## src/rtl/sync_receiver_pkg.sv

```systemverilog
// rtl/sync_receiver_pkg.sv - shared FSM encodings and payload width default for sync_receiver
package sync_receiver_pkg;

    localparam int DATA_W_DEF = 8;

    typedef enum logic [1:0] {
        ST_IDLE   = 2'd0,
        ST_DATA   = 2'd1,
        ST_PARITY = 2'd2,
        ST_STOP   = 2'd3
    } rx_state_e;

endpackage

```

## src/rtl/baud_edge_det.sv

```systemverilog
// rtl/baud_edge_det.sv - rising-edge detector turning the baud strobe into a one-cycle tick
//
// Ports:
//   clk_i    : system clock
//   resetn_i : synchronous active-low reset
//   baud_i   : bit-rate strobe, synchronous to clk_i
//   tick_o   : high for the single cycle where baud_i is 1 and its registered copy is 0
module baud_edge_det (
    input  logic clk_i,
    input  logic resetn_i,
    input  logic baud_i,
    output logic tick_o
);

    logic baud_q;

    always_ff @(posedge clk_i) begin
        if (!resetn_i) begin
            baud_q <= 1'b0;
        end else begin
            baud_q <= baud_i;
        end
    end

    assign tick_o = baud_i & ~baud_q;

endmodule

```

## src/rtl/sync_receiver.sv

```systemverilog
// rtl/sync_receiver.sv - serial frame receiver: start, DATA_W bits LSB first, even parity, stop
//
// Ports:
//   CLK        : system clock, rising edge
//   CLR        : synchronous active-low reset
//   CLK_Baud   : bit-rate strobe; its rising edge is one baud tick
//   Enable     : when low, baud ticks are ignored and the frame state holds
//   IN_ser     : serial line, idle high
//   Ack        : consumer acknowledge of the word in Data_Out
//   Data_Out   : last received payload
//   Valid      : Data_Out holds an unacknowledged word
//   Parity_Err : parity status of the word in Data_Out
//   Frame_Err  : stop-bit status of the word in Data_Out
//   Overrun    : a word was overwritten before it was acknowledged
//   Busy       : a frame is in progress
module sync_receiver
    import sync_receiver_pkg::*;
#(
    parameter int DATA_W = DATA_W_DEF
) (
    input  logic              CLK,
    input  logic              CLR,
    input  logic              CLK_Baud,
    input  logic              Enable,
    input  logic              IN_ser,
    input  logic              Ack,
    output logic [DATA_W-1:0] Data_Out,
    output logic              Valid,
    output logic              Parity_Err,
    output logic              Frame_Err,
    output logic              Overrun,
    output logic              Busy
);

    localparam int              CNT_W    = (DATA_W > 1) ? $clog2(DATA_W) : 1;
    localparam logic [CNT_W-1:0] LAST_BIT = CNT_W'(DATA_W - 1);
    localparam logic [CNT_W-1:0] CNT_ONE  = CNT_W'(1);

    logic              baud_tick;
    logic              sample_en;

    rx_state_e         state_q;
    logic [CNT_W-1:0]  cnt_q;
    logic [DATA_W-1:0] shift_q;
    logic              par_q;
    logic [DATA_W-1:0] data_q;
    logic              valid_q;
    logic              perr_q;
    logic              ferr_q;
    logic              overrun_q;

    baud_edge_det u_baud_edge_det (
        .clk_i    (CLK),
        .resetn_i (CLR),
        .baud_i   (CLK_Baud),
        .tick_o   (baud_tick)
    );

    assign sample_en = baud_tick & Enable;

    always_ff @(posedge CLK) begin
        if (!CLR) begin
            state_q   <= ST_IDLE;
            cnt_q     <= '0;
            shift_q   <= '0;
            par_q     <= 1'b0;
            data_q    <= '0;
            valid_q   <= 1'b0;
            perr_q    <= 1'b0;
            ferr_q    <= 1'b0;
            overrun_q <= 1'b0;
        end else begin
            if (Ack && valid_q) begin
                valid_q   <= 1'b0;
                overrun_q <= 1'b0;
            end

            if (sample_en) begin
                case (state_q)
                    ST_IDLE: begin
                        if (!IN_ser) begin
                            state_q <= ST_DATA;
                            cnt_q   <= '0;
                        end
                    end
                    ST_DATA: begin
                        shift_q[cnt_q] <= IN_ser;
                        cnt_q          <= cnt_q + CNT_ONE;
                        if (cnt_q == LAST_BIT) begin
                            state_q <= ST_PARITY;
                        end
                    end
                    ST_PARITY: begin
                        par_q   <= IN_ser;
                        state_q <= ST_STOP;
                    end
                    ST_STOP: begin
                        // Delivery is placed after the Ack handling above so a
                        // completing frame overrides a same-cycle acknowledge.
                        state_q   <= ST_IDLE;
                        data_q    <= shift_q;
                        valid_q   <= 1'b1;
                        perr_q    <= (^shift_q) ^ par_q;
                        ferr_q    <= ~IN_ser;
                        overrun_q <= valid_q & ~Ack;
                    end
                    default: begin
                        state_q <= ST_IDLE;
                    end
                endcase
            end
        end
    end

    assign Data_Out   = data_q;
    assign Valid      = valid_q;
    assign Parity_Err = perr_q;
    assign Frame_Err  = ferr_q;
    assign Overrun    = overrun_q;
    assign Busy       = (state_q != ST_IDLE);

endmodule

```

## config.mk

```make
export PLATFORM = sky130hd
export DESIGN_NAME = sync_receiver
export DESIGN_NICKNAME = d
export VERILOG_FILES = /design/src/rtl/sync_receiver_pkg.sv /design/src/rtl/baud_edge_det.sv /design/src/rtl/sync_receiver.sv
export SDC_FILE = /design/constraint.sdc
export NUM_CORES = 1
export LEC_CHECK = 0
export CORE_MARGIN = 2
export CORE_UTILIZATION = 40
export CTS_BUF_LIST = sky130_fd_sc_hd__clkbuf_4 sky130_fd_sc_hd__clkbuf_8
export DETAILED_ROUTE_END_ITERATION = 8
export PLACE_DENSITY = 0.67
export SKIP_LAST_GASP = 1
export SYNTH_ARGS = -nofsm -noshare
export SYNTH_HDL_FRONTEND = slang
export SYNTH_SLANG_ARGS = --single-unit
```

## constraint.sdc

```tcl
create_clock -name CLK -period 1.4 [get_ports CLK]
set_input_delay 0.14 -clock CLK [delete_from_list [all_inputs] [get_ports CLK]]
set_output_delay 0.14 -clock CLK [all_outputs]
set_load 0.01 [all_outputs]
```

# After elaboration in Yosys (flattened, before gate mapping)
# Index checks and enable logic that the tools add are counted.
[op_classes]
n_eq_ne = 6
n_mux = 14
n_addsub = 1
reduce_logical = 11
bitwise_logic = 7
magnitude_cmp = 2
[ops]
columns = ["cell", "count"]
rows = [
  ["bitwise mux 8 bit", 1],
  ["case mux 2 bit (4 select lines)", 1],
  ["XOR reduction 8 bit", 1],
  ["two-way mux 1 bit", 7],
  ["case mux 3 bit (2 select lines)", 1],
  ["AND reduction 2 bit", 3],
  ["AND reduction 3 bit", 2],
  ["== test 2 bit, second input constant", 2],
  ["< comparator 3 x 4 -> 1 bit, second input constant", 1],
  ["two-way mux 2 bit", 2],
  ["!= test 2 bit, second input constant", 2],
  ["nonzero test 2 bit", 2],
  ["adder 3 x 1 -> 3 bit, second input constant", 1],
  ["bitwise AND 1 bit", 3],
  ["demux 1 bit (select 3 bit)", 1],
  ["== test 3 bit, second input constant", 1],
  ["greater-or-equal comparator 3 x 1 -> 1 bit, second input constant", 1],
  ["two-way mux 3 bit", 1],
  ["NOT 1 bit", 3],
  ["== test 2 x 1 -> 1 bit, second input constant", 1],
  ["logical AND 1 bit", 2],
  ["zero test 2 bit", 1],
  ["XOR 1 bit", 1],
]
[word_totals]
inputBits = 6
reg_bits = 27
wordCells = 51
out_inout_bits = 13

# Longest topological paths before layout
[depth]
word_depth = 5
depth_mapped = 7
depth_no_buf = 6

# By module
# A second synthesis with hierarchy kept.
[unflattened]
cells_unflattened = 142
area_unflattened_um2 = 1271.2
[by_module_without_submodules]
columns = ["module", "area_per_inst_um2", "cells_per_inst", "n_inst"]
rows = [
  ["sync_receiver", 1231.2, 139, 1],
  ["baud_edge_det", 40.0, 3, 1],
]

# Worst setup path after synthesis
# Ideal clock, no wire load.
[synth_timing]
kind = "flip-flop to flip-flop"
from = "register state_q[1]"
to = "register shift_q[0]"
path_stages_with_launch = 8
arrival_time_ns = 1.239
setup_slack_ns = 0.033
required_time_ns = 1.272
setup_time_ns = 0.128
cell_sequence = "dfxtp_1 -> inv_1 -> ha_1 -> buf_2 -> nand2b_1 -> nor4_1 -> mux2i_1 -> nor2_1"
[synth_between]
elab_chain_cells = 2
[synth_rtl]
columns = ["item", "line_no", "source"]
rows = [
  ["start, declared", "sync_receiver.sv:42", "rx_state_e state_q;"],
  ["start signal, assigned", "sync_receiver.sv:63", "state_q <= ST_IDLE;"],
  ["start signal, assigned", "sync_receiver.sv:82", "state_q <= ST_DATA;"],
  ["start signal, assigned", "sync_receiver.sv:90", "state_q <= ST_PARITY;"],
  ["== test 2 x 1 -> 1 bit", "sync_receiver.sv:79", "case (state_q)"],
  ["AND reduction 2 bit (no line)", "n/a", ""],
  ["end signal, assigned by index", "sync_receiver.sv:87", "shift_q[cnt_q] <= IN_ser;"],
  ["end, declared", "sync_receiver.sv:44", "logic [DATA_W-1:0] shift_q;"],
]
# Every way passes these cells.
# A chain may end at the register's enable or synchronous reset.

# Worst setup path in the final report
[layout_timing]
from = "register state_q[0]"
to = "output port Busy"
[layout_between]
elab_chain_cells = 1
[layout_rtl]
columns = ["item", "line_no", "source"]
rows = [
  ["nonzero test 2 bit", "sync_receiver.sv:120", "assign Busy = (state_q != ST_IDLE);"],
  ["end, declared", "sync_receiver.sv:32", "output logic Busy"],
]
# Every way passes these cells.

==> metrics.md <==
| Metric | Value |
|---|---|
| Most frequent cells in the layout | `dfxtp_1, nand2_1, buf_4` |
| Post-synth ARST share | `0%` |
| Most frequent cell on the critical path | `inv_1` |
| Layout cells sized above 1 | `between 20% and 30%` |
| Hold WS | `approximately 0.39 ns` |
| Top cell type's share of synthesized area | `43.0%` |
| CP delay by family, top | `buffers and inverters` |
| Area contributors post-synth | `dfxtp_1, ha_1, nand2_1` |
| Tmin final | `around 1.4 ns` |
| GRT Resource Usage Total | `between 15 and 20%` |
| Failing checks | `setup timing` |
| Fin. max-slew vios | `0` |
| Max H-tree Level | `1` |
| Clk_skew | `roughly 0.0034 ns` |
| CTS Buf Count | `3` |
| Syn Inst Count | `143` |
| Relative slew slack | `approximately 71%` |
| Setup violators final | `2` |
| Vias in the first global route | `roughly 1100` |
| Ys flop type | `dfxtp_1` |
| Worst Setup SP | `state_q[0]` |
| Syn_area_per_cell | `between 8 and 9 um2` |
| CTS clk-pin slew, worst paths | `0.15 ns` |
| DRC viols | `0` |
| Post-Syn Nets | `roughly 160` |
| Setup repair after global routing missed its margin | `yes` |
| GR Overflow Total | `0` |
| WL/cell | `between 10 and 15 um` |
| Setup TNS | `-0.0149 ns` |
| Type of the most critical hold path | `input port to flip-flop` |
| Antenna Violating Nets Remaining | `0` |
| CTS tree | `done` |
| Max_cap viols | `0` |
| CP max FO | `3` |
| Placed inst area | `~1600 um2` |
| Worst R2R Start | `state_q[0]` |
| ANT cells | `0` |
| Post-synthesis cell type count | `32` |
| Cell Count, Final, Fillers Out | `218` |
| Root Driver | `clkbuf_4` |
| Area Growth Syn to Fin | `40.7%` |
| Final standard cell area without fillers | `around 1800 um2` |
| Lkg Pwr | `0.840 nW` |
| Die Y | `60.1 um` |
| DRT Pass-1 Iters | `4` |
| GR Layer Usage met3 | `under 10%` |
| GR Layer Usage met2 | `30.1%` |
| 1st-iter DRT viols | `43` |
| Die width | `about 60 um` |
| Die ar. | `roughly 3600 um2` |
| Peak VDD IR | `around 0.52 mV` |
| Largest net degree at the start of global routing | `17` |
| Critical-path cell list | `inv_1, ha_4, inv_1, dlygate4sd2_1` |
| Final wirelength | `2760 um` |
| PD cells | `708 nW/um2` |
| Vias/cell | `approximately 5.1` |
| Crit. End Element | `primary output` |
| Synth warn | `0` |
| Crit share post-route | `101%` |
| Seq cells post-synth | `27` |
| FMAX | `just over 700 MHz` |
| WP data required | `1.26 ns` |
| Nets@finish | `approximately 190` |
| Critical path buffers and inverters | `3` |
| Status | `complete, but fails checks` |
| Vias | `~1100` |
| Critical path class | `flip-flop to primary output` |
| Met1 GRT Util | `20.9%` |
| Hold_sp | `Ack` |
| Initial Util | `41.5%` |
| Layer with the highest usage | `met2` |
| CP max stage cell | `dfxtp_2` |
| Max clock buf depth | `2` |
| Placed insts | `~210` |
| CP arrival | `approximately 1.3 ns` |
| Leading area contributor after synthesis | `dfxtp_1` |
| Fill cell count | `276` |
| Final WS setup | `-0.0138 ns` |
| CP Launch Type | `flip-flop` |
| Clock Latency Late Sink | `0.32 ns` |
| Post-synthesis sequential area ratio | `between 40 and 50%` |
| Std cell rows | `20` |
| Cts hold-fix bufs | `0` |
| Final hold viol count | `0` |
| First-pass GRT wire length | `about 4600 um` |
| Core area | `around 3000 um2` |
| Post-synth EDFFs | `0` |
| Critical path's largest stage delay | `around 0.35 ns` |
| I/O pin total | `19` |
| Mapped cell area | `1260 um2` |
| Final GP Congestion | `approximately 0.83` |
| Antenna violations before repair | `0` |
| HPWL after detailed placement | `around 2000 um` |
| Port Buf Inserts | `18` |
| Slew @ Worst Pin | `about 0.44 ns` |
| Clk sinks | `27` |
through the flow:
step,setup slack [ns],util (%),power [mW]
finish,-0.0138,58.4,1.25
global route,-0.0724,58.4,1.30
CTS,-0.0607,54.3,1.24
detailed placement,-0.218,52.3,0.898
global placement,-0.115,52.3,0.896
floorplan,0.0331,-,0.840
registers in the layout, summed over array words and instances (netlist names):
name / cells
Data_Out: 8
shift_q: 8
cnt_q: 3
state_q: 2
Frame_Err: 1
Overrun: 1
Parity_Err: 1
Valid: 1
par_q: 1
u_baud_edge_det.baud_q: 1
synthesized netlist by cell type, drive strengths merged (3+ instances only):
cell and count:
nand3 4, clkbuf 3, ha 7, nor3 4
buf 5, mux2i 8, nor2 14, a211oi 3
dfxtp 27, a21oi 13, nand2 23, nand2b 3
inv 4, xnor2 3
metal layers:
metal	up-vias	wire length, um	share of wire (%)
li1	551	-	-
met1	521	1220	44
met2	27	1390	50
met3	4	117	4.2
met4	0	26	0.94
met5	-	0	0
final cells by class:
class	instances	area, um2	share of cell area, %
multi-input combinational	104	771	43.6
sequential	27	551	31.1
timing repair buffer	35	348	19.7
tap	44	55.1	3.11
clock buffer	3	22.5	1.27
inverter	4	15.0	0.849
clock inverter	1	7.51	0.424
timing repair:
action                                  CTS  global route
endpoints found under the setup margin   12            31
pin swaps                                 2             4
buffers inserted                          2             0
resized for setup                         8            32
power by group:
part | total (mW) | switching [mW] | internal, mW
Clock | 0.345 | 0.236 | 0.109
Sequential | 0.775 | 0.00309 | 0.771
Combinational | 0.132 | 0.0677 | 0.0641
Total | 1.25 | 0.307 | 0.945
cell families after synthesis:
logic type | after synthesis | synth area share, %
compound gates | 22 | 10.6
xor+xnor | 6 | 5.27
fa+ha+maj | 7 | 6.96
buf+inv | 12 | 3.98
flops | 27 | 43.0
mux | 8 | 6.37
simple gates | 61 | 23.8
path summary, 6_finish.rpt:
| kind | endpoint | slack (ns) | depth (start not counted) |
|---|---|---|---|
| worst max register to register | Parity_Err | 0 | 6 |
| worst min register to register | Data_Out[4] | 0.46 | 2 |
| worst max-delay path | Busy | -0.01 | 4 |
| worst min-delay path | Overrun | 0.39 | 2 |
Note: power is estimated with default switching activity, not from simulation.
